[config.mk]
export PLATFORM = sky130hd
export DESIGN_NAME = led_arbiter_flat
export DESIGN_NICKNAME = d
export VERILOG_FILES = /design/src/rtl/led_arbiter_if.sv /design/src/rtl/led_arbiter.sv /design/src/flat_wrapper.sv
export SDC_FILE = /design/constraint.sdc
export NUM_CORES = 1
export LEC_CHECK = 0
export BUFFER_PORTS_ARGS = -buffer_cell sky130_fd_sc_hd__buf_2
export CAP_MARGIN = 10
export CORE_MARGIN = 3
export CORE_UTILIZATION = 57
export DETAILED_ROUTE_END_ITERATION = 12
export PLACE_DENSITY = 0.79
export SLEW_MARGIN = 15
export SYNTH_ARGS = -nofsm -noshare
export SYNTH_HDL_FRONTEND = slang
export SYNTH_SLANG_ARGS = --single-unit
export TNS_END_PERCENT = 50
[constraint.sdc]
create_clock -name clk50 -period 5.3 [get_ports clk50]
set_clock_uncertainty 0.2 [all_clocks]
set_input_delay 1.06 -clock clk50 [delete_from_list [all_inputs] [get_ports clk50]]
set_output_delay 1.06 -clock clk50 [all_outputs]
set_load 0.1 [all_outputs]
[src/rtl/led_arbiter_if.sv]
// LED bank sharing bus: per-client request/pattern in, owner grant and LED drive out.
// Latency: none; this is plain wiring between the clients and the arbiter.
// Backpressure: none; a client holds req high until it appears in grant.
interface led_arbiter_if #(
    parameter int NREQ = 4
);
    logic [NREQ-1:0]   req;
    logic [6*NREQ-1:0] pattern;
    logic [NREQ-1:0]   grant;
    logic [5:0]        leds;
    logic              blink;
    logic              tick;

    // Requester side: drives requests and patterns, observes the bank.
    modport master (
        output req,
        output pattern,
        input  grant,
        input  leds,
        input  blink,
        input  tick
    );

    // Arbiter side.
    modport slave (
        input  req,
        input  pattern,
        output grant,
        output leds,
        output blink,
        output tick
    );
endinterface

[src/rtl/led_arbiter.sv]
// Round-robin owner of the 6-LED bank and blink LED, with an idle heartbeat on blink.
// Latency: grant 1 cycle after req is sampled; leds show the owner pattern 1 cycle later.
// Backpressure: none; clients hold req, and an owner keeps the bank for >= SLOT_TICKS ticks.
module led_arbiter #(
    parameter int         NREQ         = 4,
    parameter int         PRESCALE_W   = 23,
    parameter int         SLOT_TICKS   = 4,
    parameter logic [5:0] IDLE_PATTERN = 6'b000000
) (
    input logic          clk50,
    input logic          rst_n,
    led_arbiter_if.slave bus
);
    // Client index width; NREQ is 2..8 so this is 1..3 bits.
    localparam int IDXW = (NREQ > 1) ? $clog2(NREQ) : 1;
    // SLOT_TICKS is at most 15, so a 4-bit saturating counter covers it.
    localparam int SCW = 4;
    localparam logic [SCW-1:0]  SLOT_MAX = SCW'(SLOT_TICKS);
    localparam logic [NREQ-1:0] ONE      = NREQ'(1);

    typedef enum logic [1:0] {
        S_IDLE = 2'd0,
        S_OWN  = 2'd1,
        S_GAP  = 2'd2
    } state_t;

    // Registered state and outputs.
    logic [PRESCALE_W-1:0] pres_q;
    logic [PRESCALE_W-1:0] pres_d;
    logic                  tick_q;
    state_t                state_q;
    logic [NREQ-1:0]       grant_q;
    logic [5:0]            leds_q;
    logic                  blink_q;
    logic [SCW-1:0]        slot_q;
    // Last client granted; while in OWN this is also the current owner.
    logic [IDXW-1:0]       last_q;

    // Arbitration helpers.
    logic                  rr_found;
    logic [IDXW-1:0]       rr_winner;
    logic [IDXW:0]         rr_sum;
    logic [NREQ-1:0]       rr_grant;
    logic [5:0]            own_pat;
    logic                  owner_req;
    logic                  others_req;
    logic                  slot_sat;

    assign bus.grant = grant_q;
    assign bus.leds  = leds_q;
    assign bus.blink = blink_q;
    assign bus.tick  = tick_q;

    // Next prescaler value; the counter simply wraps.
    always_comb begin
        pres_d = pres_q + 1'b1;
    end

    // Free-running prescaler; tick is registered so it is high exactly while the count is all-ones.
    always_ff @(posedge clk50 or negedge rst_n) begin
        if (!rst_n) begin
            pres_q <= '0;
            tick_q <= 1'b0;
        end else begin
            pres_q <= pres_d;
            tick_q <= &pres_d;
        end
    end

    // Round-robin search: first asserted req starting at last_q+1, wrapping modulo NREQ.
    always_comb begin
        rr_found  = 1'b0;
        rr_winner = last_q;
        rr_sum    = '0;
        for (int k = 1; k <= NREQ; k++) begin
            rr_sum = {1'b0, last_q} + (IDXW+1)'(k);
            if (rr_sum >= (IDXW+1)'(NREQ)) begin
                rr_sum = rr_sum - (IDXW+1)'(NREQ);
            end
            if (!rr_found && bus.req[rr_sum[IDXW-1:0]]) begin
                rr_found  = 1'b1;
                rr_winner = rr_sum[IDXW-1:0];
            end
        end
        rr_grant = ONE << rr_winner;
    end

    // Owner pattern mux plus release/preempt conditions, all keyed off the registered grant.
    always_comb begin
        own_pat = '0;
        for (int i = 0; i < NREQ; i++) begin
            if (last_q == IDXW'(i)) begin
                own_pat = bus.pattern[6*i +: 6];
            end
        end
        owner_req  = |(bus.req & grant_q);
        others_req = |(bus.req & ~grant_q);
        slot_sat   = (slot_q == SLOT_MAX);
    end

    // Ownership FSM with registered grant/leds/blink and the slot counter.
    always_ff @(posedge clk50 or negedge rst_n) begin
        if (!rst_n) begin
            state_q <= S_IDLE;
            grant_q <= '0;
            leds_q  <= IDLE_PATTERN;
            blink_q <= 1'b0;
            slot_q  <= '0;
            last_q  <= IDXW'(NREQ - 1);
        end else begin
            case (state_q)
                S_IDLE: begin
                    grant_q <= '0;
                    leds_q  <= IDLE_PATTERN;
                    if (tick_q) begin
                        blink_q <= ~blink_q;
                    end
                    if (rr_found) begin
                        // leds keep the idle pattern for this one cycle; the
                        // owner pattern is loaded from the next edge on.
                        state_q <= S_OWN;
                        grant_q <= rr_grant;
                        last_q  <= rr_winner;
                        slot_q  <= '0;
                        blink_q <= 1'b1;
                    end
                end

                S_OWN: begin
                    leds_q  <= own_pat;
                    blink_q <= 1'b1;
                    if (tick_q && !slot_sat) begin
                        slot_q <= slot_q + 1'b1;
                    end
                    // Release and preempt lead to the same GAP, so they share one branch.
                    if (!owner_req || (slot_sat && others_req)) begin
                        state_q <= S_GAP;
                        grant_q <= '0;
                        leds_q  <= '0;
                        blink_q <= 1'b0;
                        slot_q  <= '0;
                    end
                end

                S_GAP: begin
                    // Single dark cycle between owners; ticks here only advance the prescaler.
                    slot_q <= '0;
                    if (rr_found) begin
                        state_q <= S_OWN;
                        grant_q <= rr_grant;
                        last_q  <= rr_winner;
                        blink_q <= 1'b1;
                    end else begin
                        state_q <= S_IDLE;
                        grant_q <= '0;
                        leds_q  <= IDLE_PATTERN;
                        blink_q <= 1'b0;
                    end
                end

                default: begin
                    state_q <= S_IDLE;
                    grant_q <= '0;
                    leds_q  <= IDLE_PATTERN;
                    blink_q <= 1'b0;
                    slot_q  <= '0;
                end
            endcase
        end
    end
endmodule

[src/flat_wrapper.sv]
// flat-port wrapper written by rule: the top's interface ports become plain ports
module led_arbiter_flat 
#(
    parameter int         NREQ         = 4,
    parameter int         PRESCALE_W   = 23,
    parameter int         SLOT_TICKS   = 4,
    parameter logic [5:0] IDLE_PATTERN = 6'b000000
)
  (clk50, rst_n, bus_req, bus_pattern, bus_grant, bus_leds, bus_blink, bus_tick);
  led_arbiter_if #(.NREQ(NREQ)) bus_i ();
  input logic clk50;
  input logic rst_n;
  input wire logic [$bits(bus_i.req)-1:0] bus_req;
  input wire logic [$bits(bus_i.pattern)-1:0] bus_pattern;
  output wire logic [$bits(bus_i.grant)-1:0] bus_grant;
  output wire logic [$bits(bus_i.leds)-1:0] bus_leds;
  output wire logic [$bits(bus_i.blink)-1:0] bus_blink;
  output wire logic [$bits(bus_i.tick)-1:0] bus_tick;
  assign bus_i.req = bus_req;
  assign bus_i.pattern = bus_pattern;
  assign bus_grant = bus_i.grant;
  assign bus_leds = bus_i.leds;
  assign bus_blink = bus_i.blink;
  assign bus_tick = bus_i.tick;
  led_arbiter #(.NREQ(NREQ), .PRESCALE_W(PRESCALE_W), .SLOT_TICKS(SLOT_TICKS), .IDLE_PATTERN(IDLE_PATTERN)) u_core (.clk50(clk50), .rst_n(rst_n), .bus(bus_i));
endmodule
# Word-level counts from Yosys, hierarchy flattened
# Index checks and enable logic that the tools add are counted.
[word_totals]
register_bits = 43
inputBits = 30
out_inout_bits = 12
elab_cells = 105
[op_classes]
add_sub_neg = 10
magnitude_cmp = 8
eq_ne = 11
shifts = 1
muxes = 43
bitwise_logic = 4
reduce_logical = 20
[op_table]
columns = ["cell", "n"]
rows = [
  ["6-bit 2-to-1 mux", 6],
  ["23-bit by 1-bit adder with 23-bit output, second input constant", 1],
  ["23-bit AND reduction", 1],
  ["2-bit 2-to-1 mux", 10],
  ["4-bit 2-to-1 mux", 5],
  ["4-bit case mux with 2 select lines", 2],
  ["1-bit 2-to-1 mux", 13],
  ["3-bit >= comparator, second input constant", 4],
  ["2-bit by 3-bit less-than comparator with 1-bit output, second input constant", 4],
  ["6-bit case mux with 2 select lines", 1],
  ["4-bit bitwise AND", 2],
  ["1-bit binary-select mux with 2-bit select", 4],
  ["4-bit OR reduction", 2],
  ["2-bit by 1-bit subtractor with 2-bit output, second input constant", 4],
  ["2-bit by 2-bit adder with 3-bit output, second input constant", 2],
  ["2-bit equality test, second input constant", 3],
  ["3-bit by 1-bit != test with 1-bit output, second input constant", 2],
  ["2-bit case mux with 3 select lines", 1],
  ["2-bit AND reduction", 3],
  ["1-bit logical AND", 5],
  ["1-bit zero test", 5],
  ["4-bit by 1-bit adder with 4-bit output, second input constant", 1],
  ["2-bit by 1-bit equality test with 1-bit output, second input constant", 2],
  ["4-bit by 3-bit equality test with 1-bit output, second input constant", 1],
  ["11 further kinds", 13],
]

# Depth between registers and ports, before layout
# Gate-level depths: netlist of run 1.
[logic_depth]
ltp_word = 18
depth_mapped = 9
mapped_depth_nobuf = 7

# Worst setup path before layout of run 1
# OpenSTA, ideal clock, no wires.
[synth_timing]
path_type = "register to register"
from = "reg u_core.last_q[0]"
to = "reg u_core.grant_q[0] (netlist: u_core.bus.grant[0])"
setup_ns = 0.123
arrival_time_ns = 2.255
required_ns = 4.977
setup_slack_ns = 2.722
stages_incl_launch_ff = 10
path_buffers = 2
synth_period_minus_slack_ns = 2.578
cell_sequence = "dfstp_2 buf_6 inv_1 ha_1 clkbuf_1 mux4_2 nor2_1 o2bb2ai_1 o21ai_1 a32o_1"
[synth_between]
elab_chain_cells = 18
elab_cells_between_ends = 41
classes_between = "8 x add/sub; 4 x order compare; 1 x shift; 22 x mux; 6 x reduce/logical"
[synth_lines]
columns = ["element", "line", "text"]
rows = [
  ["start: declaration", "led_arbiter.sv:37", "logic [IDXW-1:0] last_q;"],
  ["start signal: assignment", "led_arbiter.sv:109", "last_q <= IDXW'(NREQ - 1);"],
  ["start signal: assignment", "led_arbiter.sv:123", "last_q <= rr_winner;"],
  ["start signal: assignment", "led_arbiter.sv:151", "last_q <= rr_winner;"],
  ["2-bit by 1-bit adder with 3-bit output", "led_arbiter.sv:76", "rr_sum = {1'b0, last_q} + (IDXW+1)'(k);"],
  ["3-bit >= comparator / 2-bit by 1-bit subtractor with 2-bit output (equally long branches)", "led_arbiter.sv:77, led_arbiter.sv:78", ""],
  ["2-bit 2-to-1 mux", "led_arbiter.sv:77", "if (rr_sum >= (IDXW+1)'(NREQ)) begin"],
  ["1-bit binary-select mux with 2-bit select", "led_arbiter.sv:80", "if (!rr_found && bus.req[rr_sum[IDXW-1:0]]) begin"],
  ["1-bit 2-to-1 mux (not written as such)", "led_arbiter.sv:80", ""],
  ["1-bit 2-to-1 mux", "led_arbiter.sv:80", ""],
  ["1-bit zero test", "led_arbiter.sv:80", ""],
  ["1-bit logical AND", "led_arbiter.sv:80", ""],
  ["(+2 left out)", "-", ""],
  ["1-bit logical AND", "led_arbiter.sv:80", ""],
  ["1-bit 2-to-1 mux", "led_arbiter.sv:80", ""],
  ["1-bit zero test", "led_arbiter.sv:80", ""],
  ["1-bit logical AND", "led_arbiter.sv:80", ""],
  ["2-bit 2-to-1 mux", "led_arbiter.sv:80", ""],
  ["1-bit by 2-bit << shifter with 4-bit output", "led_arbiter.sv:85", "rr_grant = ONE << rr_winner;"],
  ["4-bit 2-to-1 mux *", "led_arbiter.sv:118, led_arbiter.sv:148", ""],
  ["4-bit case mux with 2 select lines *", "led_arbiter.sv:111", "case (state_q)"],
  ["end signal: assignment", "led_arbiter.sv:122", "grant_q <= rr_grant;"],
  ["end signal: assignment", "led_arbiter.sv:150", "grant_q <= rr_grant;"],
  ["end: declaration", "led_arbiter.sv:32", "logic [NREQ-1:0] grant_q;"],
]
# Every way passes the cells marked *; elsewhere a longest branch is shown, timed or not. The select of a mux whose other input is x is not followed.
# A chain may end at the register's enable or synchronous reset.

# Final worst setup path of run 1
# Same ends and word-level chain as after synthesis.

==> results of run 1 <==
worst max-delay path: stages, from the launching register on:
cell	delay (ns)
dfstp_2	0.70
inv_1	0.17
ha_1	0.47
mux4_2	0.37
nor2_1	0.18
o2bb2ai_1	0.13
o21ai_1	0.14
a32o_1	0.29
registers in the layout, indices dropped and copies added (netlist names):
register / count
u_core.bus.blink: 1
u_core.bus.leds: 6
u_core.bus.grant: 4
u_core.slot_q: 4
u_core.last_q: 2
u_core.bus.tick: 1
u_core.state_q: 2
u_core.pres_q: 23
metrics by stage:
step	instance area [um^2]	std cells	hold WS, ns
global route	2988	368	0.3094
detailed placement	2855	360	0.2681
floorplan	2616	273	0.2558
global placement	2855	360	0.2580
finish	2988	368	0.2794
CTS	2988	368	0.2850
worst max-delay path by stage:
stage	from	end	slack, ns	cells past startpoint
detailed placement	bus_req[1]	u_core.slot_q[3]	2.48	6
finish	u_core.last_q[0]	u_core.bus.grant[0]	2.53	7
global placement	bus_req[1]	u_core.slot_q[3]	2.51	6
floorplan	u_core.last_q[0]	u_core.bus.grant[0]	2.72	9
CTS	u_core.last_q[0]	u_core.bus.grant[0]	2.53	7
global route	u_core.last_q[0]	u_core.bus.grant[0]	2.36	7
area by class of cell:
| type | instances | area, um^2 | share of cell area |
|---|---|---|---|
| Inverter | 15 | 56.30 | 0.01884 |
| Clock buffer | 6 | 72.57 | 0.02429 |
| Sequential cell | 43 | 1079 | 0.3610 |
| Timing Repair Buffer | 41 | 205.2 | 0.06868 |
| Tap cell | 52 | 65.06 | 0.02178 |
| Clock inverter | 2 | 60.06 | 0.02010 |
| Multi-Input combinational cell | 209 | 1450 | 0.4853 |
synth_stat cells (3+ instances only):
library cell / count / area, um^2
nor4_1: 5 / 31.28
nand3_1: 8 / 40.04
o31ai_1: 4 / 30.03
a21oi_1: 12 / 60.06
nand2_1: 28 / 105.1
nand4_1: 6 / 37.54
dfrtp_1: 41 / 1026
and2_1: 3 / 18.77
ha_1: 8 / 100.1
clkbuf_1: 3 / 11.26
mux4_2: 3 / 67.56
nand3b_1: 5 / 37.54
inv_1: 15 / 56.30
or2_2: 5 / 31.28
a221oi_1: 6 / 52.55
a31oi_1: 3 / 18.77
and4_2: 3 / 30.03
o21ai_0: 9 / 45.04
nand2b_1: 6 / 37.54
xnor2_1: 17 / 148.9
o22ai_1: 3 / 18.77
xor2_1: 5 / 43.79
nor2b_1: 6 / 37.54
nor3_1: 10 / 50.05
nor2_1: 15 / 56.30
kinds of logic after synthesis:
kind of cell,count (synthesis)
compound gates,56
xor+xnor,22
fa+ha+maj,8
buf+inv,21
flops,43
mux,5
simple gates,118
where the power goes:
group,total (mW),switching [mW],internal (mW)
clock network,0.296,0.108,0.188
logic,0.586,0.387,0.199
registers,0.421,0.0485,0.373
layer usage:
| metal | global-route usage | vias to the layer above | share of wire |
|---|---|---|---|
| met5 | 0 | - | 0 |
| met4 | 0.09256 | 0 | 0.018 |
| met3 | 0.04104 | 9 | 0.068 |
| met2 | 0.3287 | 77 | 0.46 |
| met1 | 0.2785 | 996 | 0.46 |
| li1 | - | 1093 | - |
placed cells by master (no fill, tap or decap), types with 3 or more instances in the layout:
master | Yosys | final
buf_2 | 0 | 41
dfrtp_1 | 41 | 41
nand2_1 | 28 | 28
xnor2_1 | 17 | 17
inv_1 | 15 | 15
nor2_1 | 15 | 15
a21oi_1 | 12 | 12
nor3_1 | 10 | 10
o21ai_0 | 9 | 9
nand3_1 | 8 | 8
ha_1 | 8 | 8
nand4_1 | 6 | 6
nand2b_1 | 6 | 6
a221oi_1 | 6 | 6
nor2b_1 | 6 | 6
or2_2 | 5 | 5
xor2_1 | 5 | 5
nor4_1 | 5 | 5
nand3b_1 | 5 | 5
clkbuf_8 | 0 | 5
o31ai_1 | 4 | 4
and2_1 | 3 | 3
and4_2 | 3 | 3
a31oi_1 | 3 | 3
o22ai_1 | 3 | 3
mux4_2 | 3 | 3
==> impl_metrics.py, run 1 <==
metrics = {
    "timing": {
        "timing.final.ws_setup_ns": 2.534,
        "rsz0062_at_grt": "no",
        "final_period_minus_worst_setup_slack_ns": 2.766,
        "final_hold_viol_count": 0,
        "worst_margin_slew_ns": 0.9113,
        "worst_slew_margin_rel": 0.3925,
        "post_route_setup_tns_ns": 0,
        "timing.fmax_mhz": 361.6,
        "layout_worst_path_cycle_share": 0.5218,
        "setup_viol_count_final": 0,
        "timing.final.max_slew_violations": 0,
    },
    "route": {
        "post-route-drc-count": 0,
        "first_iter_violations": 102,
        "viasPerCell": 5.910,
        "wirelength_mm": 5.193,
        "wl_per_cell_um": 14.11,
        "detailedRoute.firstPassIterationCount": 4,
        "final_antenna_net_count": 0,
        "vias": 2175,
    },
    "placement": {
        "number_of_buffers_inserted_by_port_buffering": 41,
        "dp_worst_setup_slack_ns": 2.479,
        "place_hpwl_mm": 3.908,
        "gp_routability_congestion": 0.8385,
    },
    "clock_network": {
        "clock_path_buffers": 2,
        "cts_root_buffer": "clkbuf_8",
        "post_cts.repair.setup_buffers": 0,
        "cts-htree-levels": 2,
        "tritoncts_clock_tree": "yes",
        "cts_hold_fix_bufs": 0,
        "clkSlewWorstSetupHoldPaths_ns": 0.08,
        "clock_insertion_delay_worst_skew_ns": 0.29,
        "cts_resized": 0,
        "cts_made_buffers": 5,
        "cts.sinks": 43,
    },
    "logic_synthesis": {
        "synth-xor-area-share": 0.07365,
        "ys_seq_elements": 43,
        "synthDistinctLibCells": 59,
        "share_of_flip_flops_with_an_asynchronous_set_or_reset_after_synthesis": 1.000,
        "yosys-mux-area-fraction": 0.03348,
        "dominantRegCellSynth": "dfrtp_1",
        "post_synth_fa_ha_maj_area_fraction": 0.03826,
        "synth_seq_area_share": 0.4122,
        "synth_edf_count": 0,
        "syn_inst": 273,
        "basic_gate_share_of_the_synthesized_area_counting_and_or_nand_and_nor_cells": 0.2554,
        "mappedNetlistNets": 311,
        "syn-mean-instance-area_um2": 9.583,
        "synth_compound_area_frac": 0.1535,
        "yosysWarningCount": 0,
        "post_synthesis_cell_area_um2": 2616,
        "largest_family_of_logic_cells_by_synthesized_area": "simple AND/OR/NAND/NOR gates",
    },
    "grt": {
        "grt_pass1_vias": 1989,
        "grt_max_degree": 44,
        "grt_pass1_wl_mm": 8.845,
        "gr-total-overflow": 0,
        "grt_antenna_before_repair": 0,
        "grt_util_all_layers": 0.2087,
    },
    "outcome": {
        "status": "finished clean",
    },
    "cells_and_area": {
        "nFillCells": 356,
        "finalNetCount": 353,
        "final_layout_size_suffix_gt1_frac": 0.2342,
        "flow.area_growth_from_synthesis_pct": 14.20,
        "fin_util": 0.6815,
        "n_antenna_cell": 0,
    },
    "floorplanning": {
        "floorplan.core_area_um2": 4384,
        "fp.dieArea_um2": 5439,
        "num_io_pins": 42,
        "floorplan.rows": 24,
        "die_height_um": 73.75,
        "floorplan.initialDensity": 0.5967,
        "floorplan.die.width_um": 73.75,
    },
    "setup_path": {
        "critical_path_class": "reg -> reg",
        "cp-start-kind": "register",
        "rr_endpoint": "u_core.bus.grant[0]",
        "cp.required_ns": 5.29,
        "rr_startpoint": "u_core.last_q[0]",
        "r2r_setup_slack_ns": 2.53,
        "critPathCaptureType": "register",
        "worst_ep_arrival_time_ns": 2.75,
        "r2r_cells": 7,
        "largest_fanout_on_the_critical_path": 11,
    },
    "pwr": {
        "fin_total_pwr_mw": 1.303,
        "power_per_cell_area_nw_per_um2": 436.1,
        "irDropWorstVdd_uv": 234.7,
        "leakage_power_summed_over_all_cells_nw": 1.315,
    },
    "min_path": {
        "hold_path.class": "reg -> reg",
        "worst_hold_startpoint": "u_core.bus.leds[3]",
        "hold_depth": 2,
        "worst_hold_path.endpoint": "u_core.bus.leds[3]",
    },
    "flow_run": {
        "drv_cap": 0,
    },
}
No activity file was read; power rests on OpenSTA's default activity.
==> inputs of run 2 (changes only) <==
- clock period: 5.3 -> 2.72 ns (I/O delays scaled with it)
==> impl_metrics.py, run 2 (synthesized netlist as in run 1, its figures left out) <==
metrics = {
    "outcome": {
        "status": "finished clean",
    },
    "placement": {
        "place_hpwl_mm": 4.278,
        "detailed_place.area_um2": 2878,
        "gp_routability_congestion": 0.8243,
        "number_of_buffers_inserted_by_port_buffering": 41,
    },
    "route": {
        "wirelength_mm": 5.605,
        "final_antenna_net_count": 0,
        "vias": 2213,
        "viasPerCell": 5.949,
        "post-route-drc-count": 0,
        "first_iter_violations": 126,
        "detailedRoute.firstPassIterationCount": 4,
        "wl_per_cell_um": 15.07,
    },
    "pwr": {
        "pwr-share-comb": 0.484,
        "net-switching-power_mw": 1.086,
        "share_seq_of_total_power": 0.315,
        "p_sw_frac": 0.4319,
        "fin_total_pwr_mw": 2.515,
        "internal_power_mw": 1.429,
        "p_clk_frac": 0.201,
        "leakage_power_summed_over_all_cells_nw": 1.327,
        "power_per_cell_area_nw_per_um2": 836.0,
        "irDropWorstVdd_uv": 426.7,
    },
    "cells_and_area": {
        "most-common-layout-cells": "buf_2 (41), dfrtp_1 (41), nand2_1 (28)",
        "flow.area_growth_from_synthesis_pct": 14.97,
        "largest_register_ff_count": 23,
        "seq_area_um2": 1079,
        "nFillCells": 352,
        "finish.instance_area_um2": 3008,
        "registers.top_by_ff_count": "u_core.pres_q",
        "multiInputGateArea_um2": 1453,
        "n_antenna_cell": 0,
        "final_layout_size_suffix_gt1_frac": 0.2469,
        "finalNetCount": 357,
    },
    "timing": {
        "setup_viol_count_final": 0,
        "worst_margin_slew_ns": 0.5726,
        "timing.final.max_slew_violations": 0,
        "post_route_setup_tns_ns": 0,
        "final_period_minus_worst_setup_slack_ns": 2.571,
        "worst_slew_margin_rel": 0.6183,
        "final_hold_viol_count": 0,
        "layout_worst_path_cycle_share": 0.9452,
        "timing.fmax_mhz": 389.0,
        "rsz0062_at_grt": "no",
    },
    "grt": {
        "gr-total-overflow": 0,
        "grt_max_degree": 23,
        "grt_util_all_layers": 0.2273,
        "grt_antenna_before_repair": 0,
        "grt_pass1_wl_mm": 9.618,
        "grt_pass1_vias": 2153,
    },
    "clock_network": {
        "cts_made_buffers": 5,
        "cts-htree-levels": 2,
        "clock_path_buffers": 2,
        "clkSlewWorstSetupHoldPaths_ns": 0.08,
        "tritoncts_clock_tree": "yes",
        "cts.sinks": 43,
        "post_cts.repair.setup_buffers": 0,
        "cts_root_buffer": "clkbuf_8",
        "clock_insertion_delay_worst_skew_ns": 0.29,
    },
    "flow_run": {
        "drv_cap": 0,
    },
    "floorplanning": {
        "num_io_pins": 42,
        "floorplan.core_area_um2": 4384,
        "fp.dieArea_um2": 5439,
        "floorplan.die.width_um": 73.75,
        "floorplan.initialDensity": 0.5967,
        "floorplan.rows": 24,
        "die_height_um": 73.75,
    },
    "setup_path": {
        "largest_fanout_on_the_critical_path": 8,
        "critPathCaptureType": "register",
        "cp-start-kind": "register",
        "cp_cell_sequence": "inv_1 > ha_2 > mux4_2 > nor2_1 > o2bb2ai_1 > o21ai_1 > a32o_1",
        "cp.required_ns": 2.71,
        "critical_path_class": "reg -> reg",
        "critPathSlowestCell": "dfstp_2",
        "cpPeakStageDelay_ns": 0.59,
        "worst_ep_arrival_time_ns": 2.56,
    },
    "min_path": {
        "hold_path.class": "reg -> reg",
    },
}
-- run 2: changes by cell type in the layout (fill, tap and decap cells not counted) --
cell	previous run	this run
clkbuf_8	5	6
ha_1	8	7
dlygate4sd3_1	0	1
clkinv_2	0	1
buf_4	0	3
clkbuf_1	1	0
ha_2	0	1
bufinv_16	2	1
-- run 2: path summary, 6_finish.rpt --
kind,slack (ns),to,from,cells past startpoint
max reg2reg,0.15,u_core.bus.grant[1],u_core.last_q[1],7
min in group asynchronous,0.54,u_core.bus.leds[0],rst_n,2
min,0.29,u_core.bus.leds[3],u_core.bus.leds[3],2
max in group asynchronous,1.07,u_core.last_q[1],rst_n,3
max,0.15,u_core.bus.grant[1],u_core.last_q[1],7
min reg2reg,0.29,u_core.bus.leds[3],u_core.bus.leds[3],2
-- run 2: repair_timing --
action / in CTS / in global routing
gates resized for setup: 0 / 1
endpoints found under the hold margin: 1 / 0
endpoints found under the setup margin: 0 / 2
hold buffers: 1 / 0
-- run 2: critical path: cells and delay by family (launching register included) --
kind | cells | cell delay [ns]
AOI/OAI and AO/OA | 3 | 0.61
and+or+nand+nor | 1 | 0.18
adders and majority gates | 1 | 0.43
DFF | 1 | 0.59
buffers and inverters | 1 | 0.12
muxes | 1 | 0.35
-- run 2: per-layer routing --
layer,part of all wire,global-route usage
met1,0.44,0.3059
met2,0.48,0.3770
met3,0.069,0.03557
met4,0.0080,0.07042
met5,0,0
-- run 2: final cells by class --
cell class,count,share of cell area
clock buffers,6,0.02745
clock inverters,2,0.01165
repair buffers,45,0.07904
multi-input cells,209,0.4829
inverters,15,0.01872
flip-flops and latches,43,0.3586
well taps,52,0.02163
-- run 2: through the flow --
step | util | setup slack, ns | instances | hold slack [ns]
floorplan | - | 0.1419 | 273 | 0.04841
global placement | 0.6564 | 0.2890 | 363 | 0.2590
detailed placement | 0.6564 | 0.1372 | 363 | 0.2695
CTS | 0.6855 | 0.1158 | 372 | 0.2878
global route | 0.6861 | 0.007100 | 372 | 0.3160
finish | 0.6861 | 0.1490 | 372 | 0.2878
-- run 2: power groups by stage --
stage | clock [mW] | sequential [mW] | combinational, mW
floorplan | 0 | 1.08 | 0.697
global route | 0.551 | 0.801 | 1.33
detailed placement | 0 | 0.804 | 1.20
global placement | 0 | 0.796 | 1.17
CTS | 0.523 | 0.790 | 1.21
finish | 0.506 | 0.792 | 1.22
